`src/rtl/mode_counter.sv`:
```
// Multi-mode programmable counter (up-wrap, down-wrap, bounce, one-shot) with a registered terminal-count pulse.
// Optional compare output enabled by defining MODE_COUNTER_CMP_EN.
module mode_counter #(
  parameter int WIDTH = 8
) (
  input  logic             clk_i,
  input  logic             rst_i,
  input  logic             en_i,
  input  logic             clear_i,
  input  logic             load_i,
  input  logic [WIDTH-1:0] load_value_i,
  input  logic [WIDTH-1:0] limit_i,
  input  logic [1:0]       mode_i,
`ifdef MODE_COUNTER_CMP_EN
  input  logic [WIDTH-1:0] cmp_i,
  output logic             match_o,
`endif
  output logic [WIDTH-1:0] value_o,
  output logic             dir_o,
  output logic             tc_o,
  output logic             done_o
);

  localparam logic [1:0] MODE_UP      = 2'b00;
  localparam logic [1:0] MODE_DOWN    = 2'b01;
  localparam logic [1:0] MODE_BOUNCE  = 2'b10;
  localparam logic [1:0] MODE_ONESHOT = 2'b11;

  localparam logic [0:0] ST_RUN  = 1'b0;
  localparam logic [0:0] ST_DONE = 1'b1;

  localparam logic [WIDTH-1:0] ONE = WIDTH'(1);

  logic [WIDTH-1:0] value_q, value_d;
  logic             dir_q, dir_d;
  logic             tc_q, tc_d;
  logic             done_q, done_d;
  logic [0:0]       state_q, state_d;

  logic at_top, at_bot, above, advance;

  assign at_top = (value_q >= limit_i);
  assign at_bot = (value_q == '0);
  assign above  = (value_q > limit_i);
  // DONE only blocks advancing while the counter is still in one-shot mode.
  assign advance = en_i && ((state_q == ST_RUN) || (mode_i != MODE_ONESHOT));

  always_comb begin
    value_d = value_q;
    dir_d   = dir_q;
    tc_d    = 1'b0;
    done_d  = done_q;
    state_d = state_q;

    if ((state_q == ST_DONE) && (mode_i != MODE_ONESHOT)) begin
      state_d = ST_RUN;
    end

    if (clear_i) begin
      value_d = '0;
      dir_d   = 1'b0;
      done_d  = 1'b0;
      state_d = ST_RUN;
    end else if (load_i) begin
      value_d = load_value_i;
      done_d  = 1'b0;
      state_d = ST_RUN;
    end else if (advance) begin
      case (mode_i)
        MODE_UP: begin
          dir_d = 1'b0;
          if (at_top) begin
            value_d = '0;
            tc_d    = 1'b1;
          end else begin
            value_d = value_q + ONE;
          end
        end

        MODE_DOWN: begin
          dir_d = 1'b1;
          // A value stranded above a lowered limit is pulled back to the limit.
          if (above) begin
            value_d = limit_i;
          end else if (at_bot) begin
            value_d = limit_i;
            tc_d    = 1'b1;
          end else begin
            value_d = value_q - ONE;
          end
        end

        MODE_BOUNCE: begin
          if (limit_i == '0) begin
            value_d = '0;
            dir_d   = 1'b0;
            tc_d    = 1'b1;
          end else if (above || (!dir_q && at_top)) begin
            value_d = limit_i - ONE;
            dir_d   = 1'b1;
            tc_d    = !dir_q;
          end else if (dir_q && at_bot) begin
            value_d = ONE;
            dir_d   = 1'b0;
            tc_d    = 1'b1;
          end else if (dir_q) begin
            value_d = value_q - ONE;
          end else begin
            value_d = value_q + ONE;
          end
        end

        default: begin
          dir_d = 1'b0;
          if (at_top) begin
            done_d  = 1'b1;
            tc_d    = 1'b1;
            state_d = ST_DONE;
          end else begin
            value_d = value_q + ONE;
          end
        end
      endcase
    end
  end

  always_ff @(posedge clk_i or posedge rst_i) begin
    if (rst_i) begin
      value_q <= '0;
      dir_q   <= 1'b0;
      tc_q    <= 1'b0;
      done_q  <= 1'b0;
      state_q <= ST_RUN;
    end else begin
      value_q <= value_d;
      dir_q   <= dir_d;
      tc_q    <= tc_d;
      done_q  <= done_d;
      state_q <= state_d;
    end
  end

`ifdef MODE_COUNTER_CMP_EN
  logic match_q, match_d;

  assign match_d = !clear_i && (value_d == cmp_i);

  always_ff @(posedge clk_i or posedge rst_i) begin
    if (rst_i) begin
      match_q <= 1'b0;
    end else begin
      match_q <= match_d;
    end
  end

  assign match_o = match_q;
`endif

  assign value_o = value_q;
  assign dir_o   = dir_q;
  assign tc_o    = tc_q;
  assign done_o  = done_q;

endmodule

```
`config.mk`:
```
export PLATFORM = sky130hd
export DESIGN_NAME = mode_counter
export DESIGN_NICKNAME = d
export VERILOG_FILES = /design/src/rtl/mode_counter.sv
export SDC_FILE = /design/constraint.sdc
export NUM_CORES = 1
export LEC_CHECK = 0
export BUFFER_PORTS_ARGS = -buffer_cell sky130_fd_sc_hd__buf_2
export CORE_AREA = 2 2 66 68
export DETAILED_ROUTE_END_ITERATION = 7
export DIE_AREA = 0 0 68 70
export GPL_TIMING_DRIVEN = 0
export MAX_ROUTING_LAYER = met4
export PLACE_DENSITY = 0.82
export RECOVER_POWER = 50
export REMOVE_ABC_BUFFERS = 1
export SLEW_MARGIN = 20
export SYNTH_ARGS = -nofsm -noshare
export SYNTH_HDL_FRONTEND = slang
export SYNTH_SLANG_ARGS = --single-unit
```
`constraint.sdc`:
```
create_clock -name clk_i -period 2.35 [get_ports clk_i]
set_input_delay 0.1175 -clock clk_i [delete_from_list [all_inputs] [get_ports clk_i]]
set_output_delay 0.1175 -clock clk_i [all_outputs]
set_load 0.005 [all_outputs]
```
==> flow_summary.json <==
{
  "post-dp-hpwl_mm": 4.310,
  "gp_congestion": 0.9537,
  "synthesis.yosys.warnings": 0,
  "floorplan.die.height_um": 70,
  "via_count_of_the_first_global_routing_pass": 2283,
  "hp-class": "primary input to register",
  "post_synth_inst_count": 267,
  "finish.net_count": 354,
  "routedWlPerCell_um": 19.78,
  "worst_slew_pin_slew_ns": 0.5406,
  "finalCriticalPeriod_ns": 2.458,
  "timing.rr.start": "value_o[5]",
  "ys_top_cells_by_area": "sky130_fd_sc_hd__dfrtp_1 15%, sky130_fd_sc_hd__ha_1 11%, sky130_fd_sc_hd__xnor2_1 6.0%, sky130_fd_sc_hd__mux2i_1 4.9%, sky130_fd_sc_hd__nand2_1 4.6%",
  "drc": 0,
  "route.detailed.vias_per_inst": 6.700,
  "timing.final.ws_setup_ns": -0.1079,
  "timing.critical_path.fanout_max": 5,
  "grt_use_total_pct": 31.23,
  "synth.ff_latch_count": 12,
  "worst-endpoint-arrival_ns": 2.57,
  "clk_root_buffer_cell": "sky130_fd_sc_hd__clkbuf_8",
  "register_to_register_path_setup_slack_ns": -0.11,
  "clk-insertion-delay-late_ns": 0.24,
  "synthToLayoutAreaGrowth_pct": 30.84,
  "cellLeakagePower_nw": 1.103,
  "hold-path-cell-count": 3,
  "cts-htree-levels": 1,
  "drt_first_iter_violations": 244,
  "outcome": "finished with violations",
  "synth.cells.most_frequent": "25 x sky130_fd_sc_hd__nand2_1, 18 x sky130_fd_sc_hd__ha_1, 17 x sky130_fd_sc_hd__inv_1, 17 x sky130_fd_sc_hd__nor2_1, 14 x sky130_fd_sc_hd__xnor2_1",
  "port_buffers": 33,
  "final.hold.worst_slack_ns": 0.1629,
  "detailed_place.area_um2": 2201,
  "cts_buffers": 3,
  "drv.max_cap_violation_count": 0,
  "setup_repair_after_global_routing_missed_its_margin": "true",
  "hold_path_end": "state_q",
  "initial_core_util_pct": 49.73,
  "worst_r2r_endpoint": "value_o[6]",
  "tritoncts": "built",
  "max_fclk_ghz": 0.4068,
  "detail_route.first_pass.iterations": 5,
  "ant_nets": 0,
  "violated_checks": "setup timing",
  "clock_path_buffers": 2,
  "maxSlewViolCount": 0,
  "finalClockSkew_ns": 0.001231,
  "core-area_um2": 4144,
  "antenna_found_initial": 0,
  "post_route_cells_drive_above_1_share_pct": 36.66,
  "non_filler_cell_area_final_um2": 2696,
  "synth_ff_type": "sky130_fd_sc_hd__dfrtp_1",
  "min_period_over_period_pct": 104.6,
  "diodes": 0,
  "grt_overflow": 0,
  "grt_start_max_net_pins": 22,
  "grt_first_pass_wirelength_mm": 11.00,
  "totalNegativeSetupSlack_ns": -0.4148,
  "syn-cell-area_um2": 2061,
  "die_area_um2": 4760,
  "final.fill_count": 337,
  "synth_top_cell_area_share_pct": 14.57,
  "synth-edff-count": 0,
  "clkTransAtPathRegs_ns": 0.05,
  "fp.dieW_um": 68,
  "clock_sink_count": 12,
  "synth.avg_cell_area_um2": 7.718,
  "synth-seq-area-share_pct": 14.57,
  "worst_setup_path_start_kind": "register",
  "timing_hold_violations_final": 0,
  "power.ir.vdd_worst_mv": 0.3098,
  "io_pins": 34,
  "synth.lib_cells_used.distinct": 66,
  "dominant_cell_by_count_in_the_synthesized_netlist": "sky130_fd_sc_hd__nand2_1",
  "finalSetupViolations": 7,
  "critical_path_start_end_classification": "register to register",
  "worst-endpoint-required_ns": 2.46,
  "wl_mm": 7.181,
  "placement_rows": 24,
  "launch_instance_of_the_worst_min_delay_path": "en_i",
  "power_per_cell_area_nw_per_um2": 413.2,
  "synth-async-reset-ratio_pct": 100.0,
  "setup.worst_path.end_class": "register",
  "synthDominantAreaCellType": "sky130_fd_sc_hd__dfrtp_1",
  "worst-r2r-cell-count": 8,
  "slew-limit-headroom_pct": 63.96,
  "via_count": 2432
}
[layout make-up]
class,instances,area [µm²],area share (%)
inverter,17,63.81,2.367
tap,52,65.06,2.413
sequential,12,310.3,11.51
timing repair buffer,56,350.3,12.99
clock buffer,3,41.29,1.531
multi-input combinational,223,1866,69.19
[cells in the final DEF (no fill, tap or decap), drive strengths merged, types with 6 or more instances in the layout]
| cell | instances |
|---|---|
| nand2 | 25 |
| mux2i | 10 |
| ha | 18 |
| xnor2 | 14 |
| a21oi | 13 |
| a221oi | 6 |
| nor3 | 13 |
| and2 | 6 |
| nor2 | 19 |
| buf | 53 |
| inv | 17 |
| dfrtp | 12 |
| nand3 | 8 |
| o21ai | 11 |
[stage by stage]
stage | total power, mW | utilization [%] | setup slack [ns] | std cells
floorplan | 0.5991 | - | -0.3052 | 250
global placement | 0.7273 | 53.11 | -0.6046 | 335
detailed placement | 0.7369 | 53.11 | -0.6563 | 335
CTS | 1.028 | 61.71 | -0.06671 | 359
global route | 1.173 | 65.07 | -0.1618 | 363
finish | 1.114 | 65.07 | -0.1079 | 363
[timing repair]
item,CTS,global route
setup endpoints to repair,10,10
buffers inserted,19,3
pin swaps,9,9
gates resized for setup,33,18
endpoints found under the hold margin,12,0
cloned,1,1
hold buffers,1,0
[power breakdown]
part           switching (mW)  internal [mW]  total [mW]
clock network          0.0797          0.113       0.193
registers              0.0212          0.223       0.244
logic                   0.381          0.296       0.677
[cell families (layout without fill, tap and decap cells)]
family          count (synthesis)  after routing  synth area share, %
flops                          12             12                14.57
fa+ha+maj                      18             18                10.93
xor+xnor                       17             17                7.226
compound gates                 76             77                29.08
mux                            11             11                5.404
simple gates                   99            100                25.32
buf+inv                        34             76                7.467
[worst max-delay path by stage]
stage               slack, ns  cells past startpoint       start    endpoint
global placement        -0.60                      8  value_o[5]  value_o[6]
finish                  -0.11                      8  value_o[5]  value_o[6]
CTS                     -0.07                      8  value_o[5]  value_o[6]
floorplan               -0.31                      8  value_o[5]  value_o[6]
global route            -0.16                      8  value_o[5]  value_o[6]
detailed placement      -0.66                      8  value_o[5]  value_o[6]
[flip-flops by register name (all words and copies together) (netlist names)]
| register | cells |
|---|---|
| value_o | 8 |
| dir_o | 1 |
| done_o | 1 |
| state_q | 1 |
| tc_o | 1 |
[worst max-delay path, stage by stage, from the launching register on]
cell	delay (ns)
sky130_fd_sc_hd__dfrtp_2	0.44
sky130_fd_sc_hd__ha_4	0.22
sky130_fd_sc_hd__a211o_1	0.32
sky130_fd_sc_hd__a21oi_4	0.22
sky130_fd_sc_hd__nor4_4	0.09
sky130_fd_sc_hd__or3_4	0.44
sky130_fd_sc_hd__a21o_1	0.19
sky130_fd_sc_hd__a221oi_2	0.29
sky130_fd_sc_hd__o32ai_2	0.11
[routing by layer]
layer / wire, µm / vias to the layer above / global-route usage, %
li1: - / 1085 / -
met1: 2606 / 1117 / 37.56
met2: 3275 / 183 / 48.33
met3: 755 / 47 / 6.119
met4: 545 / 0 / 16.67
met5: 0 / - / -
Note: power is estimated with default switching activity, not from simulation.
